`src/rtl/saes32_round_seq_pkg.sv`:
```
`default_nettype none
// ============================================================================
// saes32_round_seq_pkg : FSM encodings and decode helpers for the round sequencer
// Revision: 1.0
// ============================================================================
package saes32_round_seq_pkg;

    typedef enum logic [1:0] {
        ST_IDLE = 2'd0,
        ST_RUN  = 2'd1,
        ST_DONE = 2'd2
    } seq_state_t;

    typedef struct packed {
        logic encs;
        logic encsm;
        logic decs;
        logic decsm;
    } fu_op_t;

    function automatic fu_op_t op_decode(input logic dec, input logic mix);
        fu_op_t op;
        op.encs  = ~dec & ~mix;
        op.encsm = ~dec &  mix;
        op.decs  =  dec & ~mix;
        op.decsm =  dec &  mix;
        return op;
    endfunction

    // 2-bit wrap of col +/- bs realises ShiftRows / InvShiftRows
    function automatic logic [1:0] sel_col(input logic dec, input logic [1:0] col,
                                           input logic [1:0] bs);
        logic [1:0] k;
        k = dec ? (col - bs) : (col + bs);
        return k;
    endfunction

endpackage
`default_nettype wire

```
`src/rtl/saes32_round_seq.sv`:
```
`default_nettype none
// ============================================================================
// saes32_round_seq : sequences one AES round as 16 saes32 ops on an attached FU
// Revision: 1.0
// ============================================================================
module saes32_round_seq
    import saes32_round_seq_pkg::*;
#(
    parameter int GATE_IDLE = 1
) (
    input  logic         g_clk,
    input  logic         g_rst,
    input  logic         in_valid,
    output logic         in_ready,
    input  logic         in_dec,
    input  logic         in_mix,
    input  logic [127:0] in_state,
    input  logic [127:0] in_rkey,
    output logic         fu_valid,
    output logic         fu_op_encs,
    output logic         fu_op_encsm,
    output logic         fu_op_decs,
    output logic         fu_op_decsm,
    output logic [31:0]  fu_rs1,
    output logic [31:0]  fu_rs2,
    output logic [1:0]   fu_bs,
    input  logic [31:0]  fu_rd,
    input  logic         fu_ready,
    output logic         out_valid,
    input  logic         out_ready,
    output logic [127:0] out_state
);

    seq_state_t   r_state;
    seq_state_t   w_state_nxt;
    logic         r_dec;
    logic         r_mix;
    logic [127:0] r_st;
    logic [127:0] r_rkey;
    logic [127:0] r_out;
    logic [1:0]   r_col;
    logic [1:0]   r_bs;
    logic [31:0]  r_acc;

    logic         w_run;
    logic         w_accept;
    logic         w_fire;
    logic         w_last;
    logic [1:0]   w_k;
    logic [1:0]   w_col_nxt;
    logic [31:0]  w_rs2;
    logic [31:0]  w_rkey_nxt;
    fu_op_t       w_op;

    assign w_run      = (r_state == ST_RUN);
    assign w_accept   = in_valid & (r_state == ST_IDLE);
    assign w_fire     = w_run & fu_ready;
    assign w_last     = w_fire & (r_bs == 2'd3) & (r_col == 2'd3);
    assign w_k        = sel_col(r_dec, r_col, r_bs);
    assign w_col_nxt  = r_col + 2'd1;
    assign w_rs2      = r_st[{w_k, 5'd0} +: 32];
    assign w_rkey_nxt = r_rkey[{w_col_nxt, 5'd0} +: 32];
    assign w_op       = op_decode(r_dec, r_mix);

    always_ff @(posedge g_clk) begin
        if (g_rst) begin
            r_state <= ST_IDLE;
        end else begin
            r_state <= w_state_nxt;
        end
    end

    always_comb begin
        w_state_nxt = r_state;
        case (r_state)
            ST_IDLE: if (in_valid)  w_state_nxt = ST_RUN;
            ST_RUN:  if (w_last)    w_state_nxt = ST_DONE;
            ST_DONE: if (out_ready) w_state_nxt = ST_IDLE;
            default:                w_state_nxt = ST_IDLE;
        endcase
    end

    // fu_rd is only ever captured on a completed FU handshake
    always_ff @(posedge g_clk) begin
        if (g_rst) begin
            r_dec  <= 1'b0;
            r_mix  <= 1'b0;
            r_st   <= '0;
            r_rkey <= '0;
            r_out  <= '0;
            r_col  <= 2'd0;
            r_bs   <= 2'd0;
            r_acc  <= '0;
        end else if (w_accept) begin
            r_dec  <= in_dec;
            r_mix  <= in_mix;
            r_st   <= in_state;
            r_rkey <= in_rkey;
            r_col  <= 2'd0;
            r_bs   <= 2'd0;
            r_acc  <= in_rkey[31:0];
        end else if (w_fire) begin
            if (r_bs == 2'd3) begin
                r_out[{r_col, 5'd0} +: 32] <= fu_rd;
                r_col <= w_col_nxt;
                r_bs  <= 2'd0;
                r_acc <= w_rkey_nxt;
            end else begin
                r_bs  <= r_bs + 2'd1;
                r_acc <= fu_rd;
            end
        end
    end

    assign in_ready  = (r_state == ST_IDLE);
    assign out_valid = (r_state == ST_DONE);
    assign out_state = r_out;
    assign fu_valid  = w_run;

    generate
        if (GATE_IDLE != 0) begin : g_gate_idle
            assign fu_rs1      = w_run ? r_acc : 32'd0;
            assign fu_rs2      = w_run ? w_rs2 : 32'd0;
            assign fu_bs       = w_run ? r_bs  : 2'd0;
            assign fu_op_encs  = w_run & w_op.encs;
            assign fu_op_encsm = w_run & w_op.encsm;
            assign fu_op_decs  = w_run & w_op.decs;
            assign fu_op_decsm = w_run & w_op.decsm;
        end else begin : g_no_gate
            assign fu_rs1      = r_acc;
            assign fu_rs2      = w_rs2;
            assign fu_bs       = r_bs;
            assign fu_op_encs  = w_op.encs;
            assign fu_op_encsm = w_op.encsm;
            assign fu_op_decs  = w_op.decs;
            assign fu_op_decsm = w_op.decsm;
        end
    endgenerate

endmodule
`default_nettype wire

```
`config.mk`:
```
export PLATFORM = sky130hd
export DESIGN_NAME = saes32_round_seq
export DESIGN_NICKNAME = d
export VERILOG_FILES = /design/src/rtl/saes32_round_seq_pkg.sv /design/src/rtl/saes32_round_seq.sv
export SDC_FILE = /design/constraint.sdc
export NUM_CORES = 1
export LEC_CHECK = 0
export CORE_AREA = 5 5 213 215
export DETAILED_ROUTE_END_ITERATION = 8
export DIE_AREA = 0 0 218 220
export PLACE_DENSITY = 0.89
export SETUP_SLACK_MARGIN = 0.05
export SLEW_MARGIN = 20
export SYNTH_ARGS = -nofsm -noshare
export SYNTH_HDL_FRONTEND = slang
export SYNTH_SLANG_ARGS = --single-unit
```
`constraint.sdc`:
```
create_clock -name g_clk -period 3.15 [get_ports g_clk]
set_clock_uncertainty 0.1 [all_clocks]
set_input_delay 0.945 -clock g_clk [delete_from_list [all_inputs] [get_ports g_clk]]
set_output_delay 0.945 -clock g_clk [all_outputs]
set_load 0.005 [all_outputs]
```
==> metrics.log <==
[metrics] number of fill cells: 3,458
[metrics] max-cap violation count: 0
[metrics] biggest area contributors in the synthesized netlist: sky130_fd_sc_hd__dfxtp_1 44%, sky130_fd_sc_hd__nand2_1 10%, sky130_fd_sc_hd__a21oi_1 7.6%, sky130_fd_sc_hd__mux2i_1 7.0%, sky130_fd_sc_hd__nand2b_1 4.3%
[metrics] kind of capture point of the worst setup path: primary output
[metrics] io pins: 496
[metrics] Non-Filler Instances: 3,417
[metrics] Multi-input gate area: 9394 sq um
[metrics] part of the Yosys area used for sequential elements: 44.44%
[metrics] area of the mapped netlist: 19,100 sq um
[metrics] total power per unit cell area: 491.5 nW/um^2
[metrics] largest net degree at the start of global routing: 117
[metrics] clock input transition at the sequential cells of the worst setup and hold paths: 0.06 ns
[metrics] area enclosed by the die boundary: 47,960 sq um
[metrics] number of warnings printed during yosys synthesis: 0
[metrics] total number of vias: 19,230
[metrics] launching point of the worst reg2reg path: r_col[0]
[metrics] Final #Nets: 3,073
[metrics] Worst path top cell family by delay: buffers and inverters
[metrics] proportion of netlist area held by the largest area contributor: 44.44%
[metrics] peak ir drop on the vdd network: 0.4039 mV
[metrics] Worst Path Required: 2.10 ns
[metrics] clock tree buffer depth: 3
[metrics] proportion of register bits with asynchronous set or reset after synthesis: 0%
[metrics] violations in the final reports: setup timing
[metrics] Root Buffer Master: sky130_fd_sc_hd__clkbuf_16
[metrics] worst-skew pair later-pin latency: 0.57 ns
[metrics] capture instance of the worst register-to-register path: out_state[107]
[metrics] Core Rows: 77
[metrics] post-detailed-route count of antenna-violating nets: 0
[metrics] most common library cell in the layout ignoring fill and taps: sky130_fd_sc_hd__nand2_1
[metrics] setup slack, reg-to-reg: 0.34 ns
[metrics] GR Overflow Total: 0
[metrics] distinct cell type count of the synthesized netlist: 37
[metrics] number of buffer and inverter instances along the worst setup path: 5
[metrics] HPWL after detailed placement: 48,800 um
[metrics] Worst Setup Path Type: flop to primary output
[metrics] worst hold path startpoint: r_st[10]
[metrics] Synth Flop Type: sky130_fd_sc_hd__dfxtp_1
[metrics] worst slack on hold paths: 0.3530 ns
[metrics] synthesis-to-finish area growth: 41.97%
[metrics] Arr. time, crit path: 2.44 ns
[metrics] leading area contributor after synthesis: sky130_fd_sc_hd__dfxtp_1
[metrics] last weighted congestion value of the routability-driven placer: 0.9499
[metrics] core area: 43,550 sq um
[metrics] overall power of the completed layout: 0.01333 W
[metrics] H-tree Lvls: 2
[metrics] port buffer count: 495
[metrics] Wirelength per Cell: 21.09 um
[metrics] final setup margin: -0.3373 ns
[metrics] unrepaired setup endpoints after global routing: yes
[metrics] nature of the critical path startpoint: flop
[metrics] slew at the pin with the worst max-slew slack: 1.039 ns
[metrics] sequential cell area: 8498 sq um
[metrics] Setup Viol. Count Final: 32
[metrics] worst min-delay path category: flop to flop
[metrics] fin crit share: 110.7%
[metrics] critical path's slowest cell: sky130_fd_sc_hd__dfxtp_4
[metrics] number of violations reported at the end of detailed-routing iteration 0: 2,301
[metrics] number of placed cells counting well taps: 3,272
[metrics] number of clock buffers inserted by TritonCTS: 46
[metrics] count of TritonRoute iterations in the first routing pass: 6
[metrics] cells traversed along the worst timing path: buf_6, ha_4, buf_12, buf_8, buf_8, mux2i_1, nor2_1, mux2_4, buf_6
[metrics] Max Transition Viols Final: 0
[metrics] Avg Inst Size Synth: 8.202 sq um
[metrics] TritonCTS clock tree: done
[metrics] share of cells above drive strength 1: 11.97%
[metrics] post-route minimum period: 3.487 ns
[metrics] run status: complete, but fails checks
[metrics] biggest cell delay along the critical path: 0.36 ns
[metrics] vias in the first global route: 18,560
[metrics] area of placed instances: 24,490 sq um
[metrics] die outline height: 220 um
[metrics] number of flops mapped to enable cells by yosys: 0
[metrics] flip-flop and latch count after synthesis: 424
[metrics] static leakage: 10.29 nW
[metrics] Post-Layout Inst Area: 27,120 sq um
[metrics] total global-route track usage: 28.13%
[metrics] Critical Path Fanout Max: 6
[metrics] hold buffers post-CTS: 0
[metrics] top achievable clock speed: 286.8 MHz
[metrics] post-DR vias/cell: 5.629
[metrics] worst reg-to-reg path cell count: 6
[metrics] starting density of the core: 43.87%
[metrics] global-route wire length before repair: 107,100 um
[metrics] normalized max-slew margin: 30.72%
[metrics] Sink Count: 424
[metrics] Final Routed Wirelength: 72,060 um
[metrics] worst hold path cell count: 2
[metrics] highest-count cells in the layout ignoring fill and taps: 518 x sky130_fd_sc_hd__nand2_1, 424 x sky130_fd_sc_hd__clkdlybuf4s50_1, 420 x sky130_fd_sc_hd__dfxtp_1
[metrics] post-synthesis cell count: 2,329
[metrics] Die X-Extent: 218 um
[metrics] Final Hold Vio Count: 0
[metrics] initial antenna violation count: 17
[metrics] syn_nets: 2,631
[metrics] DRC viols: 0
[metrics] post-route core utilization: 62.27%
[metrics] endpoint of the worst hold path: r_st[10]
-- cell usage after synthesis, types with 2 or more instances --
master / number
sky130_fd_sc_hd__nand2_1: 518
sky130_fd_sc_hd__o221a_2: 32
sky130_fd_sc_hd__o21ai_1: 9
sky130_fd_sc_hd__buf_1: 2
sky130_fd_sc_hd__mux2_2: 2
sky130_fd_sc_hd__nand4_1: 128
sky130_fd_sc_hd__buf_6: 28
sky130_fd_sc_hd__inv_1: 68
sky130_fd_sc_hd__mux2_4: 30
sky130_fd_sc_hd__nor2b_1: 33
sky130_fd_sc_hd__nand2b_1: 130
sky130_fd_sc_hd__nor2_1: 102
sky130_fd_sc_hd__nor3_1: 5
sky130_fd_sc_hd__clkbuf_1: 89
sky130_fd_sc_hd__a21oi_1: 290
sky130_fd_sc_hd__and2_1: 37
sky130_fd_sc_hd__buf_2: 71
sky130_fd_sc_hd__mux2i_1: 133
sky130_fd_sc_hd__o21ai_0: 119
sky130_fd_sc_hd__clkbuf_2: 6
sky130_fd_sc_hd__o221ai_1: 32
sky130_fd_sc_hd__and3b_1: 2
sky130_fd_sc_hd__nor3b_1: 3
sky130_fd_sc_hd__buf_4: 18
sky130_fd_sc_hd__ha_1: 7
sky130_fd_sc_hd__dfxtp_1: 424
-- area by class of cell --
type,instances,share of cell area (%)
antenna,17,0.1569
sequential,424,31.34
multi-input combinational,1623,34.64
clock buffer,67,5.103
inverter,68,0.9551
timing repair buffer,608,24.02
clock inverter,18,1.057
tap,592,2.731
-- report_power, final --
group          switching [W]  total (W)  internal (W)
clock                0.00227    0.00590       0.00364
combinational       0.000798    0.00169      0.000888
sequential          0.000148    0.00574       0.00559
total                0.00321     0.0133        0.0101
-- metrics by stage --
step	setup WS [ns]	TNS [ns]
floorplan	0.06545	0
global placement	-0.08368	-1.317
detailed placement	-0.1101	-2.313
CTS	-0.3524	-9.478
global route	-0.4053	-11.20
finish	-0.3373	-8.816
-- cells by family after synthesis --
group / after synthesis / synth area share, %
and+or+nand+nor: 965 / 23.64
buffers and inverters: 282 / 7.500
adders and majority gates: 7 / 0.4585
AOI/OAI and AO/OA: 483 / 14.34
xor gates and xnor gates: 3 / 0.1769
DFF: 424 / 44.44
muxes: 165 / 9.445
-- layer usage --
metal | up-vias | global-route usage (%) | part of all wire, %
met2 | 1164 | 44.18 | 46
met3 | 224 | 4.973 | 8.3
met1 | 9064 | 37.24 | 40
li1 | 8782 | - | -
met5 | - | 0 | 0
met4 | 0 | 14.55 | 5.2
-- repair_timing --
action                     CTS  global route
setup endpoints to repair   70            55
pin swaps                    7            15
buffers inserted            31             6
cloned                      10             0
resized for setup          268            52
-- worst reg2reg max path, delay by kind of cell, from the launching register on --
kind,cells,cell delay (ns)
simple gates,1,0.17
compound gates,1,0.13
buf+inv,3,1.62
fa+ha+maj,1,0.32
flops,1,0.35
-- sequential cells by signal (all words and copies together) (netlist names) --
name	count
r_dec	1
r_mix	1
r_st	128
r_state	2
r_col	2
r_rkey	128
r_bs	2
out_state	128
r_acc	32
-- how the worst max path moves through the flow --
stage | start | endpoint | slack (ns) | cells past startpoint
CTS | r_bs[0] | fu_rs2[12] | -0.35 | 9
floorplan | r_col[0] | fu_rs2[10] | 0.07 | 9
detailed placement | r_bs[1] | fu_rs2[0] | -0.11 | 6
global placement | r_bs[0] | fu_rs2[0] | -0.08 | 6
finish | r_bs[0] | fu_rs2[9] | -0.34 | 9
global route | r_bs[0] | fu_rs2[9] | -0.41 | 9
Power figures use the tool's default switching activity.
